`config.mk`:
```
export PLATFORM = sky130hd
export DESIGN_NAME = hermes_switch_ctrl
export DESIGN_NICKNAME = d
export VERILOG_FILES = /design/src/rtl/hermes_switch_ctrl.sv
export SDC_FILE = /design/constraint.sdc
export NUM_CORES = 1
export LEC_CHECK = 0
export BUFFER_PORTS_ARGS = -buffer_cell sky130_fd_sc_hd__buf_2
export CORE_MARGIN = 2
export CORE_UTILIZATION = 50
export CTS_CLUSTER_DIAMETER = 120
export DETAILED_ROUTE_END_ITERATION = 8
export GPL_TIMING_DRIVEN = 1
export PLACE_DENSITY = 0.78
export SYNTH_ARGS = -nofsm -noshare
export SYNTH_HDL_FRONTEND = slang
export SYNTH_SLANG_ARGS = --single-unit
```
`constraint.sdc`:
```
create_clock -name clk_i -period 11.31 [get_ports clk_i]
set_input_delay 0 -clock clk_i [delete_from_list [all_inputs] [get_ports clk_i]]
set_output_delay 0 -clock clk_i [all_outputs]
set_load 0.01 [all_outputs]
```
`src/rtl/hermes_switch_ctrl.sv`:
```
// hermes_switch_ctrl: switch allocator for one Hermes router.
// Picks one header request per round (round-robin), computes its XY output
// port, allocates that output if free and holds the connection until the
// input reports end of packet. Drives the crossbar select lines.
// Optional feature macro: HERMES_SWITCH_STATS_EN adds blocked_cnt_o, a
// saturating count of rounds lost to a busy output.
module hermes_switch_ctrl #(
  parameter int unsigned ADDRESS   = 0,
  parameter int          FLIT_SIZE = 16,
  parameter int          NPORT     = 5
) (
  input  logic                      clk_i,
  input  logic                      rst_ni,
  input  logic [NPORT-1:0]          req_i,
  input  logic [NPORT*FLIT_SIZE-1:0] head_i,
  input  logic [NPORT-1:0]          free_i,
  output logic [NPORT-1:0]          ack_o,
  output logic [NPORT-1:0]          out_en_o,
  output logic [NPORT*3-1:0]        out_src_o
`ifdef HERMES_SWITCH_STATS_EN
  ,
  output logic [15:0]               blocked_cnt_o
`endif
);

  // Port encoding shared by inputs and outputs.
  localparam logic [2:0] EAST  = 3'd0;
  localparam logic [2:0] WEST  = 3'd1;
  localparam logic [2:0] NORTH = 3'd2;
  localparam logic [2:0] SOUTH = 3'd3;
  localparam logic [2:0] LOCAL = 3'd4;

  localparam logic [15:0] ADDR   = ADDRESS[15:0];
  localparam logic [7:0]  X_ADDR = ADDR[15:8];
  localparam logic [7:0]  Y_ADDR = ADDR[7:0];

  typedef enum logic [1:0] {IDLE, ARB, ROUTE, GRANT} state_t;

  state_t           state;
  logic [2:0]       sel;
  logic [2:0]       last;

  logic             arb_found;
  logic [2:0]       arb_pick;
  logic [15:0]      sel_head;
  logic [2:0]       dir;
  logic [NPORT-1:0] release_mask;
  logic             dir_free;

  // Round-robin search starting one past the last served input, wrapping.
  // NOTE: every variable written here gets a default first, so no path
  // leaves it unassigned and no latch is inferred.
  always_comb begin
    arb_found = 1'b0;
    arb_pick  = '0;
    for (int k = 1; k <= NPORT; k++) begin
      logic [2:0] idx;
      idx = 3'((int'(last) + k) % NPORT);
      if (!arb_found && req_i[idx]) begin
        arb_found = 1'b1;
        arb_pick  = idx;
      end
    end
  end

  // Header of the selected input.
  always_comb begin
    sel_head = '0;
    for (int p = 0; p < NPORT; p++) begin
      if (sel == 3'(p)) sel_head = head_i[p*FLIT_SIZE +: 16];
    end
  end

  // XY routing: resolve X first, then Y, else deliver locally (unsigned).
  always_comb begin
    if (sel_head[15:8] > X_ADDR)      dir = EAST;
    else if (sel_head[15:8] < X_ADDR) dir = WEST;
    else if (sel_head[7:0] > Y_ADDR)  dir = NORTH;
    else if (sel_head[7:0] < Y_ADDR)  dir = SOUTH;
    else                              dir = LOCAL;
  end

  // Outputs whose current holder signals end of packet this cycle.
  always_comb begin
    release_mask = '0;
    for (int o = 0; o < NPORT; o++) begin
      if (out_en_o[o] && free_i[out_src_o[o*3 +: 3]]) release_mask[o] = 1'b1;
    end
  end

  // A releasing holder counts as free so the output is re-granted without a gap.
  assign dir_free = !out_en_o[dir] || release_mask[dir];

  // Allocation FSM with registered grant, enable and select outputs.
  // NOTE: sequential state uses non-blocking assignments so every register
  // samples the pre-edge values; later assignments in this block override
  // earlier ones (new allocation wins over a same-edge release).
  always_ff @(posedge clk_i or negedge rst_ni) begin
    if (!rst_ni) begin
      state     <= IDLE;
      sel       <= '0;
      last      <= LOCAL;
      ack_o     <= '0;
      out_en_o  <= '0;
      out_src_o <= '0;
`ifdef HERMES_SWITCH_STATS_EN
      blocked_cnt_o <= '0;
`endif
    end else begin
      ack_o    <= '0;
      out_en_o <= out_en_o & ~release_mask;
      case (state)
        IDLE: begin
          if (|req_i) state <= ARB;
        end
        ARB: begin
          if (arb_found) begin
            sel   <= arb_pick;
            state <= ROUTE;
          end else begin
            state <= IDLE;
          end
        end
        ROUTE: begin
          if (!req_i[sel]) begin
            state <= IDLE;
          end else if (dir_free) begin
            out_en_o[dir] <= 1'b1;
            for (int o = 0; o < NPORT; o++) begin
              if (dir == 3'(o)) out_src_o[o*3 +: 3] <= sel;
            end
            ack_o[sel] <= 1'b1;
            last       <= sel;
            state      <= GRANT;
          end else begin
            // Blocked: still advance the pointer so others get a turn.
            last  <= sel;
            state <= IDLE;
`ifdef HERMES_SWITCH_STATS_EN
            if (blocked_cnt_o != 16'hFFFF) blocked_cnt_o <= blocked_cnt_o + 16'd1;
`endif
          end
        end
        GRANT: begin
          state <= IDLE;
        end
        default: state <= IDLE;
      endcase
    end
  end

endmodule

```
==> reports/summary.txt <==
Comb power frac - 0.793
Mapped Area - 3340 sq um
DP Worst Slack - 6150 ps
H-tree levels - 1
worst hold slack - 158 ps
Setup TNS - 0 ps
first-pass GRT wire length - 15500 microns
CP endpoint kind - register
cell count after synthesis - 405
Ant. Diodes - 0
CTS tree - yes
final hold violation count - 0
Syn Area/Cell - 8.25 sq um
Root Buffer - clkbuf_8
Flop pwr share - 0.159
post-synthesis sequential area ratio - 0.203
commonest register cell after synthesis - dfrtp_1
Pint - 564 uW
Top Family by Delay on Critical Path - adder cells
GPL Wtd Cong - 0.977
most frequent cells in the layout - buf_2 (110), nand2_1 (30), nor4_1 (28)
# rows - 29
Arrival @ worst endpoint - 5470 ps
Clk network pwr share - 0.048
wire per inst - 16.2 microns
TritonRoute pass-1 iters - 4
Synth-to-Final Area Change - 17.8%
unrepaired setup endpoints after global routing - false
Starting Density - 0.520
LEAKAGE - 0.00190 uW
Final Non-Filler Cells - 578
gr ovfl total - 0
fin crit share - 0.465
pin count of the biggest net entering global routing - 38
fmax - 190 MHz
CP required - 11520 ps
Ports - 117
worst-skew pair later-pin latency - 280 ps
Longest Clk Path Bufs - 2
CP peak stage delay - 670 ps
dpl cells - 572
Slew Viols, Final - 0
die height - 85.7 microns
Worst-Margin Slew - 757 ps
Layout Skew - 11.6 ps
Core ar. - 6420 sq um
largest area contributor in the netlist - dfrtp_1
max_slew headroom - 0.491
GRT Util Overall - 0.256
CP Launch Type - register
CTS buffer count - 3
IO Port Bufs - 110
vias post-DR - 3530
fillcell total - 572
commonest non-fill, non-tap cell in the layout - buf_2
antenna violations before repair - 0
CP Class - register to register
Synth top area share - 0.195
synth top area cells - dfrtp_1 (19%), ha_1 (9.0%), nor4_1 (5.2%), mux2_2 (4.7%), mux2i_1 (4.2%)
Hold WC Path Type - input port to register
drc violations - 0
Crit path top cell by count - ha_1
Switching Share - 0.526
maximum vdd ir drop - 0.130 mV
Clock Sinks - 27
Bufs and invs on worst path - 2
sw power - 627 uW
clk slew on worst S/H paths - 90 ps
DR iter-0 viols - 240
Slowest-stage cell, CP - ha_1
overall power - 1190 uW
status - completed
Synth warnings - 0
crit path time final - 5260 ps
Die ar. - 7350 sq um
post-synth cell types - 76
vias per cell - 6.11
crit-path max FO - 37
Die X - 85.7 microns
number of synthesized flops with an enable pin - 0
fraction of registers with async set/reset - 1.00
Final #Nets - 618
Max Cap Viol - 0
Post-DP HPWL - 7320 microns
Post-DRT Antenna Nets - 0
Power per Cell Area - 303 nW/um^2
FF+latch count, synth - 27
layout cells sized above 1 - 0.301
final wirelength - 9340 microns
Final Setup Violations - 0
PnR worst setup slack - 6050 ps
vias in the first global route - 3340
worst-path cell chain - buf_4 -> clkinv_1 -> ha_1 -> ha_1 -> nor2_1 -> a21oi_1 -> xnor2_1 -> ha_1 -> nor2b_1 -> a2111oi_0 -> nor3_1 -> nor3b_1 -> o211ai_1 -> nand4_1 -> o41a_1 -> o32a_1 -> o21ai_2
flip-flops by register name, indices dropped and copies added, names as in the netlist:
name and cells:
ack_o 5, out_en_o 5, state 2, sel 3, out_src_o 9, last 3
area by class of cell:
type	count	area (sq um)	area share
inverter	25	93.8	0.0238
sequential	27	677	0.172
timing repair buffer	113	578	0.147
clock inverter	1	7.51	0.00191
tap	77	96.3	0.0245
clock buffer	3	41.3	0.0105
multi-input combinational	332	2440	0.620
synthesized netlist by cell type (all sizes together), types with 4 or more instances:
cell    count
nor2       21
nor3b       5
clkbuf     12
a21oi      24
inv        24
xnor2      11
a21o        5
or2         4
o22ai       4
o211ai      5
a211o       5
ha         24
nor4       28
o21ai      18
a31oi       8
buf        14
nor2b      13
mux2i      14
and3        5
dfrtp      26
mux2       16
nand2b      5
nand3      14
nand4       4
nor3        6
nand2      30
power by group through the flow:
stage	registers, uW	logic (uW)	clock network (uW)
floorplan	170	757	0
global placement	190	895	0
detailed placement	191	926	0
CTS	189	932	57.1
global route	197	1040	61.1
finish	190	944	57.2
worst reg2reg max path: cells and delay by family (launching register included):
kind | cells | cell delay (ps)
flip-flops | 1 | 350
AND/OR/NAND/NOR | 5 | 1240
AO/OA/AOI/OAI | 6 | 1140
buffers and inverters | 2 | 840
adder cells (fa/ha/maj) | 3 | 1260
XOR/XNOR | 1 | 380
cells by family (layout without fill, tap and decap cells):
family | count (synthesis) | in the layout | share of synthesized area
xor+xnor | 13 | 13 | 0.0386
mux | 33 | 33 | 0.116
flops | 27 | 27 | 0.203
other cells | 1 | 6 | 0.00112
fa+ha+maj | 24 | 24 | 0.0899
simple gates | 150 | 150 | 0.248
compound gates | 106 | 106 | 0.231
buf+inv | 51 | 142 | 0.0723
layer usage:
layer	up-vias	wire (microns)	track usage
met5	-	0	0
met4	0	162	0.0678
met3	18	624	0.0346
met2	144	4760	0.462
met1	1655	3800	0.319
li1	1713	-	-
worst paths after layout:
check                      slack (ps)  depth (start not counted)           to     start
min in group asynchronous         260                          2  out_en_o[1]    rst_ni
hold / removal                    160                          3     state[0]  req_i[0]
hold reg to reg                   510                          1     state[0]  state[0]
setup / recovery                 6050                         17       sel[0]   last[0]
setup reg to reg                 6050                         17       sel[0]   last[0]
max in group asynchronous       10640                          2      last[0]    rst_ni
per-stage QoR:
step,utilization,cell area [sq um]
after floorplan,-,3360
after global placement,0.602,3870
after detailed placement,0.602,3870
after CTS,0.613,3940
after global routing,0.613,3940
final,0.613,3940
timing repair:
item / 4_1_cts / 5_1_grt
hold buffers: 2 / 0
hold endpoints to repair: 28 / 0
gates resized for setup: 0 / 0
setup buffers: 0 / 0
No activity file was read; power rests on OpenSTA's default activity.
